## config.mk

```make
export PLATFORM = sky130hd
export DESIGN_NAME = register_file_sb
export DESIGN_NICKNAME = d
export VERILOG_FILES = /design/src/rtl/register_file_sb.sv
export SDC_FILE = /design/constraint.sdc
export NUM_CORES = 2
export LEC_CHECK = 0
export ABC_AREA = 1
export CAP_MARGIN = 20
export CORE_MARGIN = 2
export CORE_UTILIZATION = 30
export CTS_CLUSTER_SIZE = 30
export DETAILED_ROUTE_END_ITERATION = 8
export GPL_ROUTABILITY_DRIVEN = 1
export MAX_ROUTING_LAYER = met4
export PLACE_DENSITY = 0.45
export SKIP_LAST_GASP = 1
export SYNTH_ARGS = -nofsm -noshare
export SYNTH_HDL_FRONTEND = slang
export SYNTH_SLANG_ARGS = --single-unit
```

## constraint.sdc

```tcl
create_clock -name i_clk -period 4.6 [get_ports i_clk]
set_clock_uncertainty 0.2 [all_clocks]
set_input_delay 0.92 -clock i_clk [delete_from_list [all_inputs] [get_ports i_clk]]
set_output_delay 0.92 -clock i_clk [all_outputs]
set_load 0.01 [all_outputs]
```

## src/rtl/register_file_sb.sv

```systemverilog
// Dual-read, single-write register file with a pending-write scoreboard for hazard detection.
// Optional same-cycle write-to-read forwarding is enabled by defining REGFILE_BYPASS_EN.
module register_file_sb #(
  parameter int DATA_W = 32,
  parameter int ADDR_W = 5,
  parameter int CNT_W  = 16
) (
  input  logic              i_clk,
  input  logic              i_rst_n,
  input  logic [ADDR_W-1:0] i_addr_Rs,
  input  logic [ADDR_W-1:0] i_addr_Rt,
  output logic [DATA_W-1:0] o_data_Rs,
  output logic [DATA_W-1:0] o_data_Rt,
  output logic              o_busy_Rs,
  output logic              o_busy_Rt,
  input  logic              i_con_Issue,
  input  logic [ADDR_W-1:0] i_addr_Dst,
  output logic              o_stall,
  input  logic              i_con_RegWr,
  input  logic [ADDR_W-1:0] i_addr_Rd,
  input  logic [DATA_W-1:0] i_data_Rd,
  output logic [CNT_W-1:0]  o_stall_cnt
);

  localparam int N_REGS = 2 ** ADDR_W;

  logic [DATA_W-1:0] r_regs [N_REGS];
  logic [N_REGS-1:0] r_pending;
  logic [CNT_W-1:0]  r_stall_cnt;

  logic w_wr_en;
  logic w_issue_req;
  logic w_issue_en;
  logic w_byp_rs;
  logic w_byp_rt;
  logic w_clear_now;
  logic w_stall;

  // Qualify with reset so nothing presented during reset leaks to the outputs.
  assign w_wr_en     = i_rst_n & i_con_RegWr & (i_addr_Rd != {ADDR_W{1'b0}});
  assign w_issue_req = i_rst_n & i_con_Issue & (i_addr_Dst != {ADDR_W{1'b0}});

`ifdef REGFILE_BYPASS_EN
  assign w_byp_rs    = w_wr_en & (i_addr_Rs == i_addr_Rd);
  assign w_byp_rt    = w_wr_en & (i_addr_Rt == i_addr_Rd);
  assign w_clear_now = w_wr_en & (i_addr_Dst == i_addr_Rd);
`else
  assign w_byp_rs    = 1'b0;
  assign w_byp_rt    = 1'b0;
  assign w_clear_now = 1'b0;
`endif

  assign w_stall     = w_issue_req & r_pending[i_addr_Dst] & ~w_clear_now;
  assign w_issue_en  = w_issue_req & ~w_stall;
  assign o_stall     = w_stall;
  assign o_stall_cnt = r_stall_cnt;

  // Read port A: forwarded writeback data, hardwired zero, or stored contents.
  always_comb begin
    o_data_Rs = {DATA_W{1'b0}};
    if (w_byp_rs) begin
      o_data_Rs = i_data_Rd;
    end else if (i_addr_Rs == {ADDR_W{1'b0}}) begin
      o_data_Rs = {DATA_W{1'b0}};
    end else begin
      o_data_Rs = r_regs[i_addr_Rs];
    end
  end

  // Read port B: same selection as port A.
  always_comb begin
    o_data_Rt = {DATA_W{1'b0}};
    if (w_byp_rt) begin
      o_data_Rt = i_data_Rd;
    end else if (i_addr_Rt == {ADDR_W{1'b0}}) begin
      o_data_Rt = {DATA_W{1'b0}};
    end else begin
      o_data_Rt = r_regs[i_addr_Rt];
    end
  end

  assign o_busy_Rs = r_pending[i_addr_Rs] & ~w_byp_rs;
  assign o_busy_Rt = r_pending[i_addr_Rt] & ~w_byp_rt;

  // Register storage; entry 0 is never written and stays zero.
  always_ff @(posedge i_clk or negedge i_rst_n) begin
    if (!i_rst_n) begin
      for (int i = 0; i < N_REGS; i++) begin
        r_regs[i] <= {DATA_W{1'b0}};
      end
    end else if (w_wr_en) begin
      r_regs[i_addr_Rd] <= i_data_Rd;
    end else begin
      r_regs[i_addr_Rd] <= r_regs[i_addr_Rd];
    end
  end

  // Scoreboard: the issue set is ordered after the writeback clear so a new producer wins.
  always_ff @(posedge i_clk or negedge i_rst_n) begin
    if (!i_rst_n) begin
      r_pending <= {N_REGS{1'b0}};
    end else begin
      if (w_wr_en) begin
        r_pending[i_addr_Rd] <= 1'b0;
      end
      if (w_issue_en) begin
        r_pending[i_addr_Dst] <= 1'b1;
      end
    end
  end

  // Saturating count of stalled cycles.
  always_ff @(posedge i_clk or negedge i_rst_n) begin
    if (!i_rst_n) begin
      r_stall_cnt <= {CNT_W{1'b0}};
    end else if (w_stall && (r_stall_cnt != {CNT_W{1'b1}})) begin
      r_stall_cnt <= r_stall_cnt + {{(CNT_W-1){1'b0}}, 1'b1};
    end else begin
      r_stall_cnt <= r_stall_cnt;
    end
  end

endmodule

```

==> flow_summary_export.csv <==
group,metric,value,unit
die,die_w,517,um
routing,drc,0,
placed_design,dpl.hpwl,268000,um
clocking,cts_root_buffer,"clkbuf_16",
routing,vias,92000,
routing,routed_via_density,5.49,
synthesis,ys_seq_area_frac,0.340,
pwr,switching_share,0.386,
clocking,cts_tree,"built",
timing,max_slew_margin,0.265,
synthesis,ys_top_cells_by_area,"dfrtp_1 (34%), nand2_1 (30%), nand3_1 (7.2%)",
timing,worst_pin_slew,1.10,ns
critical_path,critPathLaunchType,"input port",
synthesis,async_flop_share,1.00,
run,maxCapViolCount,0,
finish,final_cell_mix,"nand2_1 (6394), inv_1 (1288), nand3_1 (1129)",
routing,first_pass_iters,9,
min_path,hold_path.startpoint,"r_regs[997]$_DFFE_PN0P_",
critical_path,worstPathArrival,3.43,ns
critical_path,critPathSlowestCell,"clkdlybuf4s50_1",
pwr,ir_drop,347,uV
timing,tns,0,ns
synthesis,synth_edf_count,0,
finish,layout_commonest_cell,"nand2_1",
placed_design,routabilityCongestion,0.922,
routing,drt-total-wl,456000,um
global_route,antenna_found_initial,25,
critical_path,reg2reg_to,"o_stall_cnt[11]$_DFFE_PN0P_",
finish,drive_gt1_frac,0.0697,
min_path,hold_depth,0,
timing,timing.fmax,220,MHz
timing,rsz0062_at_grt,"false",
routing,drtIter0Drc,13000,
critical_path,crit_buf_inv,4,
pwr,power_leakage,49.9,nW
min_path,hold_path_class,"register to register",
die,initial_utilization,0.301,
pwr,combPwrFrac,0.271,
pwr,p_switching,0.0136,W
clocking,clockBufferDepth,3,
timing,hold_viol,0,
finish,area_growth,16.0,%
critical_path,reg2reg_depth,8,
critical_path,crit_path_max_incr_delay,0.58,ns
synthesis,synth_area,78900,um^2
synthesis,synth_ff_type,"dfrtp_1",
routing,wl_per_cell,27.2,um
timing,setup_viol,0,
clocking,cts_setup_buffers,0,
routing,ant_nets,0,
critical_path,end_kind,"primary output",
critical_path,r2r_slack,2.12,ns
clocking,clk_latency,0.86,ns
timing,fin_crit,4.55,ns
global_route,grt_pass1_vias,85100,
pwr,p_int,0.0216,W
timing,finalMaxSlewViolations,0,
clocking,clkTransAtPathRegs,0.06,ns
clocking,htreeDepth,4,
placed_design,place.port_buffers,138,
pwr,power-per-cell-area,384,nW/um^2
synthesis,yosysWarnings,0,
synthesis,synth_cells,13400,
min_path,hold_path_end,"r_regs[997]$_DFFE_PN0P_",
clocking,numCtsBuffers,145,
timing,period_share,0.989,
global_route,grt_max_degree,141,
die,row_count,188,
critical_path,cp_common_cell,"nor2_1",
die,coreArea,262000,um^2
finish,nets,13200,
global_route,grt_pass1_wl,645000,um
clocking,cts_sinks,1072,
pwr,clkPwrFrac,0.332,
synthesis,synthesis.nets,13500,
critical_path,cp.required,3.48,ns
global_route,overflow,0,
critical_path,r2r_start,"o_stall_cnt[0]$_DFFE_PN0P_",
critical_path,critical_path_class,"input port to primary output",
critical_path,crit_chain,"buf_8 > buf_12 > o21ai_0 > o211ai_1 > o21ai_0 > nor2_1 > nor2_1 > nor2_1 > buf_4 > clkdlybuf4s50_1",
die,die_height,517,um
global_route,grt.total_usage,0.344,
pwr,seq_power_share,0.397,
critical_path,cp_top_family,"buffers and inverters",
synthesis,avgSynthCellArea,5.89,um^2
synthesis,synth-seq-cells,1072,
die,ios,139,
die,die_area,267000,um^2
status,status,"complete, no violations",
critical_path,critical_path_peak_fanout,63,
timing,worst_hold_slack,0.202,ns
synthesis,synthDistinctLibCells,31,
synthesis,synth_top_area_share,0.340,
synthesis,yosys.area.top_type,"dfrtp_1",
==> cell usage after synthesis (10+ instances only) <==
master and n:
o221ai_1 10, clkbuf_1 703, nor2_2 13, o22ai_1 59, buf_2 292, o21ai_0 702
or2_1 15, nor3_1 19, inv_1 1310, o211ai_1 408, dfrtp_1 1072, nand3_1 1131
nor2_1 450, inv_2 58, nand4_1 218, or2_2 17, nand2_1 6396, clkinv_1 66
buf_1 63, buf_4 45, a21oi_1 319
==> layer usage <==
layer,vias to the layer above,GRT usage,share of wire,routed length [um]
met5,-,-,0,0
met4,0,0.184,0.061,27900
met3,1193,0.0729,0.10,46400
met2,5636,0.507,0.43,196000
met1,44000,0.440,0.41,186000
li1,41100,-,-,-
==> flip-flops by register name (all words and copies together) (netlist names) <==
signal	flops
o_stall_cnt	16
r_pending	32
r_regs	1024
==> repair_timing <==
action / CTS / global route
hold endpoints to repair: 41 / 0
resized for setup: 1 / 10
hold buffers: 1 / 0
setup endpoints to repair: 1 / 9
==> cell families after synthesis <==
| group | count (synthesis) | synth area share |
|---|---|---|
| AND/OR/NAND/NOR | 8269 | 0.421 |
| adder cells (fa/ha/maj) | 1 | 0.000159 |
| XOR/XNOR | 13 | 0.00144 |
| AO/OA/AOI/OAI | 1511 | 0.110 |
| flip-flops | 1072 | 0.340 |
| buffers and inverters | 2537 | 0.127 |
==> per-stage QoR <==
| stage | power, W | cells | utilization | area (um^2) | setup slack [ns] |
|---|---|---|---|---|---|
| 2_1_floorplan | 0.0192 | 13400 | - | 78900 | 1.04 |
| 5_1_grt | 0.0369 | 16800 | 0.349 | 91500 | 0.0109 |
| 3_5_place_dp | 0.0233 | 16500 | 0.331 | 86700 | -0.124 |
| 3_3_place_gp | 0.0231 | 16500 | 0.331 | 86700 | -0.144 |
| 6_report | 0.0351 | 16800 | 0.349 | 91500 | 0.0515 |
| 4_1_cts | 0.0350 | 16700 | 0.349 | 91400 | 0.00254 |
==> cell type report <==
class | count | area [um^2]
antenna | 21 | 52.6
clock buffer | 214 | 4220
clock inverter | 46 | 483
fill | 28500 | 171000
inverter | 1434 | 5470
multi-input combinational | 9794 | 42300
sequential | 1072 | 26800
tap | 3515 | 4400
timing repair buffer | 674 | 7750
==> power groups by stage <==
| stage | Clock, W | Combinational [W] | Sequential, W |
|---|---|---|---|
| 2_1_floorplan | 0 | 0.00603 | 0.0131 |
| 3_3_place_gp | 0 | 0.00919 | 0.0139 |
| 3_5_place_dp | 0 | 0.00932 | 0.0139 |
| 4_1_cts | 0.0118 | 0.00937 | 0.0138 |
| 5_1_grt | 0.0122 | 0.0105 | 0.0142 |
| 6_report | 0.0117 | 0.00951 | 0.0139 |
==> worst max-delay path by stage <==
stage | start | cells past startpoint | to
floorplan | i_addr_Rs[0] | 11 | o_data_Rs[17]
global placement | i_addr_Rs[0] | 13 | o_data_Rs[14]
detailed placement | i_addr_Rs[0] | 13 | o_data_Rs[14]
CTS | i_addr_Rt[0] | 13 | o_data_Rt[27]
global route | i_addr_Rs[0] | 11 | o_data_Rs[13]
finish | i_addr_Rs[1] | 10 | o_data_Rs[4]
No activity file was read; power rests on OpenSTA's default activity.
